[src/rtl/epp_clk_gen_pkg.sv]
// Shared helpers for the EPD clock generator: default timing and parameter sanity checks.
package epp_clk_gen_pkg;

  localparam int DEF_DIV         = 6;
  localparam int DEF_PHASE       = 3;
  localparam int DEF_LOCK_CYCLES = 1024;
  localparam int DEF_CW          = 16;

  // High-phase length of a divided clock; odd dividers end up low-heavy.
  function automatic int duty_half(input int div);
    return div / 2;
  endfunction

  // True when value v can be held in an unsigned counter of cw bits.
  function automatic bit fits_width(input int v, input int cw);
    if (cw >= 31) return 1'b1;
    return v < (1 << cw);
  endfunction

endpackage

[src/rtl/epp_clk_div.sv]
// Integer clock divider with registered clock, rise strobe and optional start delay.
module epp_clk_div
  import epp_clk_gen_pkg::*;
#(
  parameter int DIV   = DEF_DIV,
  parameter int PHASE = 0,
  parameter int CW    = DEF_CW
) (
  input  logic clk_in1,
  input  logic reset,
  output logic clk_out,
  output logic ce
);

  localparam logic [CW-1:0] TERM = CW'(DIV - 1);
  localparam logic [CW-1:0] HALF = CW'(duty_half(DIV));
  localparam logic [CW-1:0] PH   = CW'(PHASE);
  localparam logic [CW-1:0] ONE  = CW'(1);

  logic [CW-1:0] cnt_reg, cnt_next;
  logic [CW-1:0] dly_reg, dly_next;
  logic          clk_reg, clk_next;
  logic          ce_reg, ce_next;
  logic          run;

  // The divider only starts counting once the start delay has been consumed.
  assign run = (dly_reg == PH);

  always_comb begin
    cnt_next = cnt_reg;
    dly_next = dly_reg;
    clk_next = 1'b0;
    ce_next  = 1'b0;
    if (!run) begin
      dly_next = dly_reg + ONE;
    end else begin
      clk_next = (cnt_reg < HALF);
      ce_next  = (cnt_reg == '0);
      cnt_next = (cnt_reg == TERM) ? '0 : cnt_reg + ONE;
    end
  end

  always_ff @(posedge clk_in1) begin
    if (reset) begin
      cnt_reg <= '0;
      dly_reg <= '0;
      clk_reg <= 1'b0;
      ce_reg  <= 1'b0;
    end else begin
      cnt_reg <= cnt_next;
      dly_reg <= dly_next;
      clk_reg <= clk_next;
      ce_reg  <= ce_next;
    end
  end

  assign clk_out = clk_reg;
  assign ce      = ce_reg;

endmodule

[src/rtl/epp_clk_gen.sv]
// EPD panel clock generator: two phase-related divided clocks with strobes and a lock flag.
module epp_clk_gen
  import epp_clk_gen_pkg::*;
#(
  parameter int DIV1        = DEF_DIV,
  parameter int DIV2        = DEF_DIV,
  parameter int PHASE2      = DEF_PHASE,
  parameter int LOCK_CYCLES = DEF_LOCK_CYCLES,
  parameter int CW          = DEF_CW
) (
  input  logic clk_in1,
  input  logic reset,
  output logic clk_out1,
  output logic clk_out2,
  output logic ce1,
  output logic ce2,
  output logic locked
);

  generate
    if (DIV1 < 2) begin : g_bad_div1
      $error("epp_clk_gen: DIV1 must be >= 2");
    end
    if (DIV2 < 2) begin : g_bad_div2
      $error("epp_clk_gen: DIV2 must be >= 2");
    end
    if (PHASE2 < 0 || PHASE2 >= DIV2) begin : g_bad_phase2
      $error("epp_clk_gen: PHASE2 must lie in 0..DIV2-1");
    end
    if (LOCK_CYCLES < 1) begin : g_bad_lock
      $error("epp_clk_gen: LOCK_CYCLES must be >= 1");
    end
    if (!fits_width(DIV1, CW) || !fits_width(DIV2, CW) || !fits_width(LOCK_CYCLES, CW)) begin : g_bad_cw
      $error("epp_clk_gen: CW too narrow for DIV1/DIV2/LOCK_CYCLES");
    end
  endgenerate

  epp_clk_div #(
    .DIV   (DIV1),
    .PHASE (0),
    .CW    (CW)
  ) u_div1 (
    .clk_in1 (clk_in1),
    .reset   (reset),
    .clk_out (clk_out1),
    .ce      (ce1)
  );

  // XCL lags the timing-engine clock by PHASE2 input cycles via its start delay.
  epp_clk_div #(
    .DIV   (DIV2),
    .PHASE (PHASE2),
    .CW    (CW)
  ) u_div2 (
    .clk_in1 (clk_in1),
    .reset   (reset),
    .clk_out (clk_out2),
    .ce      (ce2)
  );

  localparam logic [CW-1:0] LOCK_TERM = CW'(LOCK_CYCLES);
  localparam logic [CW-1:0] ONE       = CW'(1);

  logic [CW-1:0] lock_cnt_reg, lock_cnt_next;
  logic          locked_reg, locked_next;

  // Saturating count keeps locked sticky until the next reset.
  always_comb begin
    lock_cnt_next = (lock_cnt_reg == LOCK_TERM) ? lock_cnt_reg : lock_cnt_reg + ONE;
    locked_next   = locked_reg | (lock_cnt_next == LOCK_TERM);
  end

  always_ff @(posedge clk_in1) begin
    if (reset) begin
      lock_cnt_reg <= '0;
      locked_reg   <= 1'b0;
    end else begin
      lock_cnt_reg <= lock_cnt_next;
      locked_reg   <= locked_next;
    end
  end

  assign locked = locked_reg;

endmodule

[config.mk]
export PLATFORM = sky130hd
export DESIGN_NAME = epp_clk_gen
export DESIGN_NICKNAME = d
export VERILOG_FILES = /design/src/rtl/epp_clk_gen_pkg.sv /design/src/rtl/epp_clk_div.sv /design/src/rtl/epp_clk_gen.sv
export SDC_FILE = /design/constraint.sdc
export NUM_CORES = 1
export LEC_CHECK = 0
export BUFFER_PORTS_ARGS = -buffer_cell sky130_fd_sc_hd__buf_2
export CORE_UTILIZATION = 35
export CTS_CLUSTER_SIZE = 28
export DETAILED_ROUTE_END_ITERATION = 16
export SLEW_MARGIN = 10
export SYNTH_ARGS = -nofsm -noshare
export SYNTH_HDL_FRONTEND = slang
export SYNTH_SLANG_ARGS = --single-unit
[constraint.sdc]
create_clock -name clk_in1 -period 2 [get_ports clk_in1]
set_input_delay 0.2 -clock clk_in1 [delete_from_list [all_inputs] [get_ports clk_in1]]
set_output_delay 0.2 -clock clk_in1 [all_outputs]
set_load 0.01 [all_outputs]
* Word-level counts from Yosys, hierarchy flattened
Index checks and enable logic that the tools add are counted.
** Operators by class
- Add/subtract/negate cells :: 5
- Order comparisons :: 2
- Eq/ne operators :: 5
- Muxes and demuxes :: 3
- Bitwise gates (word level) :: 3
- Reductions and logical operators :: 5
** Operators by type and width (number)
- adder 16 x 1 -> 16 bit (second input constant) :: 5
- zero test 16 bit :: 3
- two-way mux 16 bit :: 3
- == test 16 x 11 -> 1 bit (second input constant) :: 2
- == test 16 x 3 -> 1 bit (second input constant) :: 2
- < comparator 16 x 2 -> 1 bit (second input constant) :: 2
- == test 16 x 2 -> 1 bit (second input constant) :: 1
- OR reduction 2 bit :: 2
- NOT 1 bit :: 2
- OR 1 bit :: 1
** Storage, ports and cells
- Register bits after elaboration :: 85
- Bits of input ports :: 2
- Output and inout bits :: 5
- Word-level logic and storage cells :: 33

* Longest topological paths before layout
- Word-level depth :: 4
- Mapped depth :: 9

* Hierarchy
From an unflattened synthesis, not the netlist that was laid out.
** Second synthesis, totals
- Cells, all modules :: 549
- Area total of the unflattened synthesis :: 4636.9 µm²
** By module, submodules not included
- epp_clk_div at u_div1 :: instances 1, cells an instance 220, area each 1844.3 µm²
- epp_clk_div at u_div2 :: instances 1, cells an instance 199, area each 1702.9 µm²
- epp_clk_gen :: instances 1, cells an instance 130, area each 1089.8 µm²

* Worst setup path after synthesis
No wires, ideal clock.
- Path type :: register to register
- Start :: register lock_cnt_reg[1]
- End :: register locked_reg, in the netlist locked
- Arrival time :: 1.648 ns
- Required time :: 1.862 ns
- Slack :: 0.214 ns
- Cell stages (with the launch flop) :: 7
- Path through :: dfxtp_1 -> ha_1 -> nand3_4 -> nor4_4 -> mux2_1 -> o2111ai_1 -> o32ai_2
** Between the ends
- Longest elaborated chain between the ends :: 4
- Elaborated cells on any way between the ends :: 5
- Those cells by class :: add/sub: 1; eq/ne: 2; mux: 1; bitwise: 1
** RTL lines
- start, declared :: line epp_clk_gen.sv:64 : logic [CW-1:0] lock_cnt_reg, lock_cnt_next;
- start signal, assigned :: line epp_clk_gen.sv:78 : lock_cnt_reg <= lock_cnt_next;
- adder 16 x 1 -> 16 bit or == test 16 x 11 -> 1 bit (tied branches) :: line epp_clk_gen.sv:69 : lock_cnt_next = (lock_cnt_reg == LOCK_TERM) ? lock_cnt_reg : lock_cnt_reg + ONE;
- two-way mux 16 bit * :: line epp_clk_gen.sv:69
- == test 16 x 11 -> 1 bit * :: line epp_clk_gen.sv:70 : locked_next = locked_reg | (lock_cnt_next == LOCK_TERM);
- OR 1 bit * :: line epp_clk_gen.sv:70
- end signal, assigned :: line epp_clk_gen.sv:79 : locked_reg <= locked_next;
- end, declared :: line epp_clk_gen.sv:65 : logic locked_reg, locked_next;
Mark *: on every way between the ends. The rest lies on a longest branch, timed or not.
A chain may end at the register's enable or synchronous reset.

* Worst setup path after layout
- Start :: register u_div2.dly_reg[0]
- End :: register u_div2.cnt_reg[9]
** Between the ends
- Longest elaborated chain between the ends :: 1
** RTL lines
- start, declared :: line epp_clk_div.sv:21 : logic [CW-1:0] dly_reg, dly_next;
- start signal, assigned :: line epp_clk_div.sv:51 : dly_reg <= dly_next;
- == test 16 x 2 -> 1 bit :: line epp_clk_div.sv:27 : assign run = (dly_reg == PH);
- end signal, assigned :: line epp_clk_div.sv:50 : cnt_reg <= cnt_next;
- end, declared :: line epp_clk_div.sv:20 : logic [CW-1:0] cnt_reg, cnt_next;
No other way between the ends.

==> PnR_summary.wiki <==
{| class="wikitable"
! Metric !! Value
|-
| Outcome || complete, no violations
|-
| Setup TNS after final layout || 0 ns
|-
| Clock transition at path regs || about 0.060 ns
|-
| Highest-delay cell along the critical path || sky130_fd_sc_hd__dfxtp_1
|-
| Root Driver || sky130_fd_sc_hd__clkbuf_16
|-
| Number of routed nets with antenna violations || 0
|-
| RR Endpoint || u_div2.cnt_reg[9]
|-
| Fin Clk Skew || 0.00918 ns
|-
| Worst-skew pair later-pin latency || 0.34 ns
|-
| Slew HR || 0.615
|-
| Most common cell after layout, fill and taps aside || sky130_fd_sc_hd__nor2_1
|-
| Die Footprint || 12700 µm²
|-
| Maximum clock path buffer count || 2
|-
| Class of the tightest hold or removal check || in -> reg
|-
| Number of post-CTS setup repair buffers || 0
|-
| Pre-CTS setup slack || 0.102 ns
|-
| Clock period minus final worst setup slack || 1.83 ns
|-
| Area of combinational cells with multiple inputs || approximately 2400 µm²
|-
| Site Rows || 40
|-
| Clock tree from TritonCTS || done
|-
| Number of H-tree branching levels || 3
|-
| Reg-to-reg setup timing slack || 0.17 ns
|-
| Seq/Total Area, Yosys || 0.398
|-
| Number of global-route vias before repair || 3148
|-
| Share of layout cells above drive strength 1 || 0.119
|-
| Area growth syn-to-layout || 12.9%
|-
| Chip height || 113 µm
|-
| Total gr overflow || 0
|-
| Worst IR drop on VDD || 0.000769 V
|-
| Via density per instance || 5.02
|-
| Hold slack || 0.336 ns
|-
| Pwr Density || 830 nW/µm²
|-
| Category of the critical setup timing path || reg -> reg
|-
| Final HPWL from detailed placement || 5630 µm
|-
| Number of synthesized flops with an enable pin || 0
|-
| # DRC || 0
|-
| Nets@finish || 521
|-
| Asr flop ratio synth || 0
|-
| Final antenna diode count || 0
|-
| Cells on worst reg2reg path || 7
|-
| Hold path startpoint || reset
|-
| Sink count of the clock tree || 85
|-
| Core ar. || 12000 µm²
|-
| RR Startpoint || u_div2.dly_reg[0]
|-
| Gpl congestion || 0.814
|-
| Arrival time of the worst setup path || between 2 and 2.5 ns
|-
| Unrepaired setup endpoints after global routing || false
|-
| Count of buffers inserted at the top-level ports || 6
|-
| Starting DRT DRC Count || 180
|-
| Detailed-route wire length || 8080 µm
|-
| Largest fanout on the critical path || 7
|-
| Post-DR wirelength/cell || about 12 µm
|-
| Period utilisation layout || 0.916
|-
| Overall global routing resource usage || 0.140
|-
| Total power || 0.00401 W
|-
| Width of the die || about 110 µm
|-
| Worst-Margin Slew || about 0.58 ns
|-
| Critical Path Max Stage Delay || 0.34 ns
|-
| DR pass1 iterations || 4
|-
| Flip-flop and latch count after synthesis || 85
|-
| Final count of hold timing violations || 0
|-
| Leading register cell type out of synthesis || sky130_fd_sc_hd__dfxtp_1
|-
| Count of filler cells inserted in the layout || 1183
|-
| Most used cells in the layout excluding fill and tap cells || 85 x sky130_fd_sc_hd__nor2_1, 84 x sky130_fd_sc_hd__dfxtp_1, 37 x sky130_fd_sc_hd__xnor2_1
|-
| Quantity of hold-fixing buffers added after cts || 0
|-
| Antenna violations before repair || 0
|-
| Ordered cell list for the critical path || ha_1 -> nor4b_2 -> nand4_2 -> buf_4 -> nor4_4 -> xnor2_1 -> nor2_1
|-
| Starting Density || 0.358
|-
| Final-report max-slew violation count || 0
|-
| Critical Path RT || roughly 2.2 ns
|-
| Sort of element at the end of the critical path || flip-flop
|-
| Final setup violation count || 0
|-
| Pin count of the biggest net entering global routing || 30
|-
| Max-capacitance violation count || 0
|-
| Post-CTS sizing || 0
|-
| Storage element area || roughly 1700 µm²
|-
| Leakage power total || roughly 1.7 nW
|-
| Count of pins on the block boundary || 7
|-
| Number of distinct library cells after synthesis || 48
|-
| Post-synthesis instance area || 4280 µm²
|-
| Startpoint type of the worst setup path || flip-flop
|-
| Wire length of the first global-routing pass || 14200 µm
|-
| Fmax || 546 MHz
|-
| Total number of vias || 3316
|-
| Synthesized net count || 511
|-
| Number of instances in the synthesized netlist || 498
|-
| Smallest setup slack after layout || 0.169 ns
|-
| Launch point of the critical path || u_div2.dly_reg[0]
|-
| Num CTS Buffers || 9
|-
| Hold Path Sink || u_div2.dly_reg[13]
|-
| Synthesis warning total || 0
|-
| Hold path depth || 2
|-
| Mean instance size in the synthesized netlist || 8.59 µm²
|}
==> kinds of logic (layout without fill, tap and decap cells) <==
family,count (synthesis),after routing,synth area share
simple gates,260,260,0.338
flops,85,85,0.398
xor+xnor,70,70,0.143
buf+inv,44,59,0.0439
compound gates,25,25,0.0369
fa+ha+maj,11,11,0.0322
mux,3,3,0.00760
==> synthesized netlist by cell type (all sizes together) (6+ instances only) <==
master,instances,area share
buf,11,0.015
clkbuf,10,0.0088
nand2,32,0.028
nor4b,6,0.015
dfxtp,85,0.40
inv,23,0.020
xnor2,37,0.076
ha,11,0.032
xor2,33,0.068
nor3,19,0.023
a21oi,13,0.015
nand3,27,0.039
nor4,26,0.057
nor2,87,0.077
and3,10,0.015
nand4,29,0.045
==> metal layers <==
layer	global-route usage	wire (µm)	share of wire
met1	0.173	3980	0.49
met2	0.226	3750	0.46
met3	0.0481	246	0.030
met4	0.0516	107	0.013
met5	0	0	0
==> cell type report <==
class / instances / share of cell area
inverters: 23 / 0.0179
well taps: 147 / 0.0381
clock inverters: 5 / 0.0155
flip-flops and latches: 85 / 0.352
multi-input cells: 369 / 0.500
clock buffers: 11 / 0.0482
repair buffers: 20 / 0.0280
==> critical path, delay by kind of cell (launching register included) <==
kind                     cells  cell delay, ns
adder cells (fa/ha/maj)      1            0.16
AND/OR/NAND/NOR              4            0.84
XOR/XNOR                     1            0.14
buffers and inverters        1            0.23
flip-flops                   1            0.34
==> how the worst max path moves through the flow <==
stage,cells past startpoint,slack (ns),endpoint
global route,7,0.02,u_div1.cnt_reg[5]
floorplan,6,0.21,locked
CTS,7,0.08,locked
global placement,7,0.18,u_div1.cnt_reg[9]
detailed placement,7,0.10,locked
finish,7,0.17,u_div2.cnt_reg[9]
==> power by group <==
group | switching (W) | internal, W
clock network | 0.000645 | 0.00109
registers | 0.0000708 | 0.00176
logic | 0.000255 | 0.000187
total | 0.000971 | 0.00304
==> per-stage QoR <==
stage               instance area, µm²  cells  utilization
finish                            4830    660        0.404
global route                      4830    660        0.404
CTS                               4800    660        0.402
detailed placement                4500    644        0.376
global placement                  4500    644        0.376
floorplan                         4280    498            -
(Power assumes the default switching activity.)
